`config.mk`:
```
export PLATFORM = sky130hd
export DESIGN_NAME = hc_lead_flat
export DESIGN_NICKNAME = d
export VERILOG_FILES = /design/src/rtl/hc_lead_if.sv /design/src/rtl/hc_lead.sv /design/src/flat_wrapper.sv
export SDC_FILE = /design/constraint.sdc
export NUM_CORES = 1
export LEC_CHECK = 0
export ABC_AREA = 1
export BUFFER_PORTS_ARGS = -buffer_cell sky130_fd_sc_hd__buf_4
export CORE_UTILIZATION = 45
export DETAILED_ROUTE_END_ITERATION = 8
export PLACE_DENSITY = 0.64
export REMOVE_ABC_BUFFERS = 1
export SLEW_MARGIN = 10
export SYNTH_ARGS = -nofsm -noshare
export SYNTH_HDL_FRONTEND = slang
export SYNTH_SLANG_ARGS = --single-unit
```
`constraint.sdc`:
```
create_clock -name clk -period 17.01 [get_ports clk]
set_input_delay 3.402 -clock clk [delete_from_list [all_inputs] [get_ports clk]]
set_output_delay 3.402 -clock clk [all_outputs]
set_load 0.005 [all_outputs]
```
`src/rtl/hc_lead_if.sv`:
```
// Bundle of channel inputs and leader-status outputs for the hc_lead tracker.
// The master side drives channel values and threshold; the slave side reports the leader.
interface hc_lead_if #(
   parameter int N = 4,
   parameter int W = 8
);
   localparam int IW = (N > 1) ? $clog2(N) : 1;

   logic [N*W-1:0] ts;
   logic [W-1:0]   th;
   logic [IW-1:0]  leader_idx;
   logic           leader_vld;
   logic           switch;
   logic           pending;

   modport master (
      output ts, th,
      input  leader_idx, leader_vld, switch, pending
   );

   modport slave (
      input  ts, th,
      output leader_idx, leader_vld, switch, pending
   );
endinterface

```
`src/rtl/hc_lead.sv`:
```
// N-channel hysteresis leader tracker: a challenger must beat the leader by more than th
// for DWELL consecutive cycles. Optional freeze input enabled by macro HC_HOLD_EN.
module hc_lead #(
   parameter int N     = 4,
   parameter int W     = 8,
   parameter int DWELL = 2
) (
   input logic clk,
   input logic rst,
`ifdef HC_HOLD_EN
   input logic hold,
`endif
   hc_lead_if.slave bus
);
   localparam int IW = (N > 1) ? $clog2(N) : 1;
   localparam int CW = $clog2(DWELL + 1);

   typedef enum logic [1:0] {IDLE, LEAD, CHAL} state_t;

   state_t        state_reg, state_next;
   logic [IW-1:0] leader_idx_reg, leader_idx_next;
   logic [IW-1:0] chal_idx_reg, chal_idx_next;
   logic          leader_vld_reg, leader_vld_next;
   logic          switch_reg, switch_next;
   logic [CW-1:0] count_reg, count_next;

   logic [W-1:0]  vals [N];
   logic [W-1:0]  lead_val;
   logic          lead_act;
   logic          cand_found;
   logic [IW-1:0] cand_idx;
   logic [W-1:0]  cand_val;
   logic          challenge;
   logic          hold_act;

   genvar gi;
   generate
      for (gi = 0; gi < N; gi++) begin : g_split
         assign vals[gi] = bus.ts[gi*W +: W];
      end
   endgenerate

`ifdef HC_HOLD_EN
   assign hold_act = hold;
`else
   assign hold_act = 1'b0;
`endif

   assign lead_val = vals[leader_idx_reg];
   assign lead_act = (lead_val != '0);

   // Strictly-greater scan keeps the lowest index on ties.
   always_comb begin
      cand_found = 1'b0;
      cand_idx   = '0;
      cand_val   = '0;
      for (int i = 0; i < N; i++) begin
         if ((vals[i] != '0) &&
             ((state_reg == IDLE) || (IW'(i) != leader_idx_reg)) &&
             (!cand_found || (vals[i] > cand_val))) begin
            cand_found = 1'b1;
            cand_idx   = IW'(i);
            cand_val   = vals[i];
         end
      end
   end

   assign challenge = cand_found &&
                      ({1'b0, cand_val} > ({1'b0, lead_val} + {1'b0, bus.th}));

   always_comb begin
      state_next      = state_reg;
      leader_idx_next = leader_idx_reg;
      leader_vld_next = leader_vld_reg;
      chal_idx_next   = chal_idx_reg;
      count_next      = count_reg;
      switch_next     = 1'b0;
      if (!hold_act) begin
         case (state_reg)
            IDLE: begin
               if (cand_found) begin
                  leader_idx_next = cand_idx;
                  leader_vld_next = 1'b1;
                  switch_next     = 1'b1;
                  count_next      = '0;
                  state_next      = LEAD;
               end
            end
            LEAD, CHAL: begin
               if (!lead_act) begin
                  // Losing the leader overrides any challenge in flight.
                  count_next = '0;
                  if (cand_found) begin
                     leader_idx_next = cand_idx;
                     switch_next     = 1'b1;
                     state_next      = LEAD;
                  end else begin
                     leader_vld_next = 1'b0;
                     state_next      = IDLE;
                  end
               end else if (challenge) begin
                  if (state_reg == LEAD) begin
                     if (DWELL == 1) begin
                        leader_idx_next = cand_idx;
                        switch_next     = 1'b1;
                        count_next      = '0;
                     end else begin
                        chal_idx_next = cand_idx;
                        count_next    = CW'(1);
                        state_next    = CHAL;
                     end
                  end else if (cand_idx == chal_idx_reg) begin
                     if (count_reg == CW'(DWELL - 1)) begin
                        leader_idx_next = chal_idx_reg;
                        switch_next     = 1'b1;
                        count_next      = '0;
                        state_next      = LEAD;
                     end else begin
                        count_next = count_reg + CW'(1);
                     end
                  end else begin
                     chal_idx_next = cand_idx;
                     count_next    = CW'(1);
                  end
               end else begin
                  count_next = '0;
                  state_next = LEAD;
               end
            end
            default: begin
               state_next = IDLE;
            end
         endcase
      end
   end

   always_ff @(posedge clk) begin
      if (rst) begin
         state_reg      <= IDLE;
         leader_idx_reg <= '0;
         leader_vld_reg <= 1'b0;
         switch_reg     <= 1'b0;
         chal_idx_reg   <= '0;
         count_reg      <= '0;
      end else begin
         state_reg      <= state_next;
         leader_idx_reg <= leader_idx_next;
         leader_vld_reg <= leader_vld_next;
         switch_reg     <= switch_next;
         chal_idx_reg   <= chal_idx_next;
         count_reg      <= count_next;
      end
   end

   assign bus.leader_idx = leader_idx_reg;
   assign bus.leader_vld = leader_vld_reg;
   assign bus.switch     = switch_reg;
   assign bus.pending    = (state_reg == CHAL);
endmodule

```
`src/flat_wrapper.sv`:
```
// flat-port wrapper written by rule: the top's interface ports become plain ports
module hc_lead_flat 
#(
   parameter int N     = 4,
   parameter int W     = 8,
   parameter int DWELL = 2
)
  (clk, rst, bus_ts, bus_th, bus_leader_idx, bus_leader_vld, bus_switch, bus_pending);
  hc_lead_if #(.N(N), .W(W)) bus_i ();
  input logic clk;
  input logic rst;
  input wire logic [$bits(bus_i.ts)-1:0] bus_ts;
  input wire logic [$bits(bus_i.th)-1:0] bus_th;
  output wire logic [$bits(bus_i.leader_idx)-1:0] bus_leader_idx;
  output wire logic [$bits(bus_i.leader_vld)-1:0] bus_leader_vld;
  output wire logic [$bits(bus_i.switch)-1:0] bus_switch;
  output wire logic [$bits(bus_i.pending)-1:0] bus_pending;
  assign bus_i.ts = bus_ts;
  assign bus_i.th = bus_th;
  assign bus_leader_idx = bus_i.leader_idx;
  assign bus_leader_vld = bus_i.leader_vld;
  assign bus_switch = bus_i.switch;
  assign bus_pending = bus_i.pending;
  hc_lead #(.N(N), .W(W), .DWELL(DWELL)) u_core (.clk(clk), .rst(rst), .bus(bus_i));
endmodule
```
==> results of run 1 <==
-- Yosys cell counts --
cell	n	area (um^2)
nand2_1	101	379.1
inv_1	61	229.0
ha_1	44	550.5
o21ai_1	27	135.1
a21oi_1	26	130.1
nor2_1	26	97.59
nand4_1	15	93.84
o22ai_1	12	75.07
dfxtp_1	10	200.2
inv_2	10	37.54
nand3_1	10	50.05
nand2_2	7	43.79
clkinv_1	6	22.52
o21ai_0	5	25.02
nor2_2	4	25.02
o21ai_2	4	35.03
nand3_2	3	30.03
nor3_1	3	15.01
o21a_1	3	22.52
o21bai_1	3	22.52
xnor2_1	3	26.28
xor2_1	3	26.28
a21o_1	2	15.01
a31oi_1	2	12.51
nand2_4	2	22.52
nor3_2	2	20.02
a21oi_2	1	8.760
a21oi_4	1	16.27
buf_1	1	3.750
buf_2	1	5.000
buf_6	1	11.26
clkbuf_1	1	3.750
fa_1	1	20.02
nand3b_1	1	7.510
nor2_4	1	11.26
o2111ai_1	1	8.760
o21ai_4	1	16.27
or2_1	1	6.260
-- kinds of logic (layout without fill, tap and decap cells) --
logic type               after synthesis  count (layout)
AO/OA/AOI/OAI                         88              88
XOR/XNOR                               6               6
adder cells (fa/ha/maj)               45              45
buffers and inverters                 81             127
flip-flops                            10              10
AND/OR/NAND/NOR                      176             176
-- critical path: cells and delay by family --
| family | cells | cell delay, ns |
|---|---|---|
| compound gates | 11 | 1.34 |
| fa+ha+maj | 4 | 1.17 |
| buf+inv | 6 | 0.81 |
| simple gates | 30 | 2.73 |
-- area by class of cell --
cell class	count	area (um^2)	area share
Timing Repair Buffer	46	345.3	0.1180
Clock buffer	4	55.05	0.01882
Inverter	77	289.0	0.09880
Sequential cell	10	200.2	0.06843
Multi-Input combinational cell	315	1948	0.6660
Tap cell	70	87.58	0.02994
-- through the flow --
stage / std cells / util / hold slack (ns) / setup slack, ns
4_1_cts: 522 / 0.5656 / 0.4531 / 7.721
2_1_floorplan: 402 / - / 0.4329 / 8.506
3_3_place_gp: 518 / 0.5549 / 0.4454 / 7.581
6_report: 522 / 0.5656 / 0.4529 / 7.702
5_1_grt: 522 / 0.5656 / 0.4766 / 6.875
3_5_place_dp: 518 / 0.5549 / 0.4451 / 7.494
-- worst max-delay path by stage --
| stage | startpoint | end | slack, ns | cells after the start |
|---|---|---|---|---|
| 6_report | bus_ts[0] | u_core.count_reg[1] | 7.70 | 51 |
| 5_1_grt | bus_ts[3] | u_core.state_reg[0] | 6.87 | 52 |
| 2_1_floorplan | bus_ts[0] | u_core.count_reg[1] | 8.51 | 47 |
| 4_1_cts | bus_ts[0] | u_core.count_reg[1] | 7.72 | 51 |
| 3_3_place_gp | bus_ts[0] | u_core.count_reg[1] | 7.58 | 49 |
| 3_5_place_dp | bus_ts[0] | u_core.count_reg[1] | 7.49 | 51 |
-- where the power goes --
group	internal (mW)	switching [mW]	total [mW]
Combinational	0.201	0.333	0.534
Clock	0.0204	0.0101	0.0305
Sequential	0.0305	0.00576	0.0362
Total	0.252	0.349	0.601
-- metal layers --
metal	up-vias	global-route usage	routed length [um]
li1	1436	-	-
met1	1189	0.3532	3373
met2	77	0.4100	2942
met3	7	0.02651	352
met4	0	0.04423	48
met5	-	0	0
-- placed cells by master, fill, tap and decap left out, types with 2 or more instances in the layout --
| cell type | n |
|---|---|
| o21a_1 | 3 |
| nand2_2 | 7 |
| clkbuf_8 | 4 |
| buf_4 | 46 |
| a21oi_1 | 26 |
| nand2_1 | 101 |
| o22ai_1 | 12 |
| xor2_1 | 3 |
| inv_2 | 10 |
| o21ai_2 | 4 |
| nor2_2 | 4 |
| xnor2_1 | 3 |
| ha_1 | 44 |
| o21ai_1 | 27 |
| o21bai_1 | 3 |
| nor2_1 | 26 |
| nand3_1 | 10 |
| dfxtp_1 | 10 |
| nand4_1 | 15 |
| nand3_2 | 3 |
| nor3_2 | 2 |
| a21o_1 | 2 |
| a31oi_1 | 2 |
| nand2_4 | 2 |
| o21ai_0 | 5 |
| nor3_1 | 3 |
| clkinv_1 | 6 |
| inv_1 | 61 |
==> metrics.md, run 1 <==
| Metric | Value |
|---|---|
| Status | completed |
| Nets | 540 |
| Fraction of layout cells with a size suffix above 1 | 0.1903 |
| Peak VDD IR | ~120 uV |
| Placed cell area | 2870 um^2 |
| CTS sink cnt | 10 |
| Setup TNS | 0 ns |
| Worst setup EP type | register |
| Post-Synth Adder-Cell Area | 0.2318 |
| Layout filler cell count | around 530 |
| Max Cap Viol | 0 |
| Worst min-delay path class | register to register |
| Global-route wire length before repair | roughly 12000 um |
| Most used cell, CP | nand2_1 |
| H-tree levels | 1 |
| PD cells | 205.4 nW/um^2 |
| Via count | ~2700 |
| Crit Path Max Fanout | 19 |
| Syn Inst Count | a little over 400 |
| Post-Route WL | between 6000 and 7000 um |
| DRT Pass-1 Iters | 4 |
| First DRT Iteration DRCs | approximately 130 |
| Synth Area in XOR/XNOR | 0.02135 |
| Slew Limit Fails | 0 |
| Post-CTS Hold Fix Bufs | 0 |
| CP max stage cell | ha_1 |
| FP Rows | 26 |
| Startpoint of the worst register-to-register path | u_core.state_reg[0] |
| Syn avg cell area | about 6 um^2 |
| Fin area | 2925 um^2 |
| Arrival time worst endpoint | 9.49 ns |
| Period minus WS final | about 9.3 ns |
| CORE AREA | 5172 um^2 |
| Die ar. | ~5800 um^2 |
| GRT Overall Usage | 0.2494 |
| Measured slew at the worst slew-check pin | 0.5128 ns |
| Clk_lat worst skew | around 0.24 ns |
| Final Power | approximately 0.60 mW |
| Sequential share of the synthesized area | 0.08134 |
| Crit path required time | around 17 ns |
| Largest net degree at the start of global routing | 20 |
| Setup Skew | slightly below 0.0006 ns |
| Post-CTS Resized | 0 |
| TritonCTS clock tree | yes |
| Clk buf depth | 2 |
| Synth warn | 0 |
| Antenna viol nets, final | 0 |
| P_leak | ~1.6 nW |
| IO Port Bufs | between 40 and 50 |
| Total gr overflow | 0 |
| Die W | around 76 um |
| DR WL/cell | ~13 um |
| Crit path launch type | input pin |
| P&R area growth vs syn | 18.86% |
| CTS root buf | clkbuf_8 |
| # diodes | 0 |
| FF-to-FF End | u_core.count_reg[1] |
| Half-perimeter wire length after placement | 5896 um |
| Mux contribution to synthesized area | 0 |
| Num CTS Buffers | 3 |
| Slew HR | 0.6555 |
| I/O pins | 47 |
| Gpl congestion | slightly above 0.9 |
| Worst hold path depth | 2 |
| Synthesized area | between 2000 and 2500 um^2 |
| Setup CP Type | input pin to register |
| Initial antenna violation count | 0 |
| Post-synthesis compound-gate area fraction | 0.2125 |
| Reg2reg setup slack | 10.40 ns |
| CP max stage delay | between 0.3 and 0.4 ns |
| Hold Violations, Final | 0 |
| Setup Buffers After CTS | 0 |
| Post-synthesis simple-gate area fraction | 0.3259 |
| Hold endpoint | u_core.count_reg[1] |
| Initial core utilization | 0.4758 |
| Final period util | 0.5472 |
| Via/cell ratio | 5.190 |
| R2R depth | 52 |
| Hold path start | u_core.count_reg[1] |
| Largest family of logic cells by synthesized area | simple AND/OR/NAND/NOR gates |
| Unrepaired setup endpoints after global routing | false |
| Final-report setup violation count | 0 |
| Clock-pin slew on the worst setup and hold paths | roughly 0.05 ns |
| DRC | 0 |
| Vias in the first global route | between 2000 and 3000 |
| Die H | around 76 um |
| Synthesized flop and latch total | 10 |
| Netlist cell types | 38 |
| Fmax | 107.4 MHz |
Note: power is estimated with default switching activity, not from simulation.
==> inputs of run 2 (changes only) <==
==> constraint.sdc (replaced) <==
create_clock -name clk -period 9.5 [get_ports clk]
set_input_delay 1.9 -clock clk [delete_from_list [all_inputs] [get_ports clk]]
set_output_delay 1.9 -clock clk [all_outputs]
set_load 0.005 [all_outputs]
==> run 2 against run 1 <==
Flip-flop and latch count unchanged. Final cell count is 0.19% lower. Wire length is 3.3% lower. Sequential share of layout area about the same. First-iteration DRC count down 3.0%. Core utilization down 0.27 points. Sequential power is 80% higher. Critical path depth decreased by 1. Combinational power up 78%. Critical endpoint unchanged. Largest cell class unchanged. Largest power group unchanged.
==> metrics.md, run 2 (synthesis results as in run 1) <==
| Metric | Value |
|---|---|
| Most used cell, CP | nand2_1 |
| FP Rows | 26 |
| H-tree levels | 1 |
| Total gr overflow | 0 |
| Area of the multi-input gates | between 1500 and 2000 um^2 |
| TritonCTS clock tree | yes |
| # diodes | 0 |
| Num CTS Buffers | 3 |
| Placed cell count | between 500 and 600 |
| Measured slew at the worst slew-check pin | between 0.5 and 0.6 ns |
| Worst setup EP type | register |
| IO Port Bufs | 46 |
| CP max stage delay | 0.34 ns |
| Fin area | 2912 um^2 |
| P&R area growth vs syn | 18.30% |
| Worst min-delay path class | register to register |
| Setup Skew | around 0.0053 ns |
| Via/cell ratio | around 5.1 |
| DRC | 0 |
| CORE AREA | between 5000 and 6000 um^2 |
| Status | completed |
| Initial antenna violation count | 0 |
| Post-CTS Hold Fix Bufs | 0 |
| Post-Route WL | 6497 um |
| Clk buf depth | 2 |
| Reg area | 200.2 um^2 |
| Placed cell area | around 2900 um^2 |
| Slew HR | 0.6284 |
| Die ar. | between 5000 and 6000 um^2 |
| P_leak | about 1.6 nW |
| Clk_lat worst skew | around 0.24 ns |
| PD cells | ~360 nW/um^2 |
| Arrival time worst endpoint | 7.91 ns |
| I/O pins | 47 |
| Hold Violations, Final | 0 |
| Crit Path Max Fanout | 19 |
| Max Cap Viol | 0 |
| Global-route wire length before repair | 11030 um |
| Die H | 75.96 um |
| Final Power | between 1 and 1.5 mW |
| Hold path start | u_core.count_reg[1] |
| Critical path origin | bus_ts[3] |
| Post-Layout Cell Count | roughly 520 |
| Die W | between 70 and 80 um |
| Worst hold slack | 0.4527 ns |
| Layout filler cell count | between 500 and 600 |
| First DRT Iteration DRCs | 130 |
| Pre-CTS WS | about 1.6 ns |
| CTS root buf | clkbuf_8 |
| Setup CP Type | input pin to register |
| Crit path launch type | input pin |
| Setup Buffers After CTS | 0 |
| Antenna viol nets, final | 0 |
| Setup TNS | 0 ns |
| Clock-pin slew on the worst setup and hold paths | ~0.04 ns |
| Commonest non-fill, non-tap cell in the layout | nand2_1 |
| Initial core utilization | 0.4758 |
| Vias in the first global route | 2414 |
| DRT Pass-1 Iters | 5 |
| Crit path required time | 9.67 ns |
| Via count | between 2000 and 3000 |
| Nets | between 500 and 600 |
| Final-report setup violation count | 0 |
| CP max stage cell | ha_1 |
| Post-layout util | 0.5629 |
| Largest net degree at the start of global routing | 20 |
| Peak VDD IR | ~160 uV |
| Final period util | 0.8147 |
| Slew Limit Fails | 0 |
| Unrepaired setup endpoints after global routing | false |
| Fmax | roughly 130 MHz |
| Post-CTS Resized | 0 |
| Commonest non-fill, non-tap cells in the layout | nand2_1 (101), inv_1 (61), buf_4 (46), ha_1 (44), o21ai_1 (27) |
| GRT Overall Usage | 0.2317 |
| Gpl congestion | about 0.95 |
| Half-perimeter wire length after placement | ~5700 um |
| CTS sink cnt | 10 |
| Fraction of layout cells with a size suffix above 1 | 0.1885 |
| Setup WS post-layout | ~1.8 ns |
| Period minus WS final | approximately 7.7 ns |
| DR WL/cell | between 10 and 15 um |
| Startpoint of the worst register-to-register path | u_core.state_reg[0] |
[run 2: cell types whose count changed in the layout (fill, tap and decap cells not counted)]
cell | previous run | this run
clkbuf_8 | 4 | 3
[run 2: power breakdown]
part | internal (mW) | leakage, nW | switching, mW
combinational | 0.358 | 1.46 | 0.591
sequential | 0.0546 | 0.0822 | 0.0106
clock | 0.0277 | 0.0216 | 0.0162
total | 0.441 | 1.56 | 0.618
[run 2: final cells by class]
cell class                      instances  area share
Tap cell                               70     0.03008
Clock buffer                            3     0.01418
Inverter                               77     0.09927
Sequential cell                        10     0.06876
Timing Repair Buffer                   46      0.1186
Multi-Input combinational cell        315      0.6691
[run 2: path summary, 6_finish.rpt]
| path | end | slack [ns] | cells after the start |
|---|---|---|---|
| min reg2reg | u_core.count_reg[1] | 0.45 | 2 |
| max | u_core.count_reg[1] | 1.76 | 50 |
| min | u_core.count_reg[1] | 0.45 | 2 |
| max reg2reg | u_core.count_reg[1] | 2.97 | 51 |
[run 2: worst max-delay path: cells and delay by family]
kind	cells	cell delay [ns]
and+or+nand+nor	28	2.44
adders and majority gates	4	1.18
AOI/OAI and AO/OA	12	1.56
buffers and inverters	6	0.82
[run 2: routing by layer]
layer,global-route usage,vias to the layer above,wire (um)
li1,-,1438,-
met1,0.3282,1149,3306
met2,0.3755,74,2728
met3,0.02169,11,351
met4,0.05769,0,111
met5,0,-,0
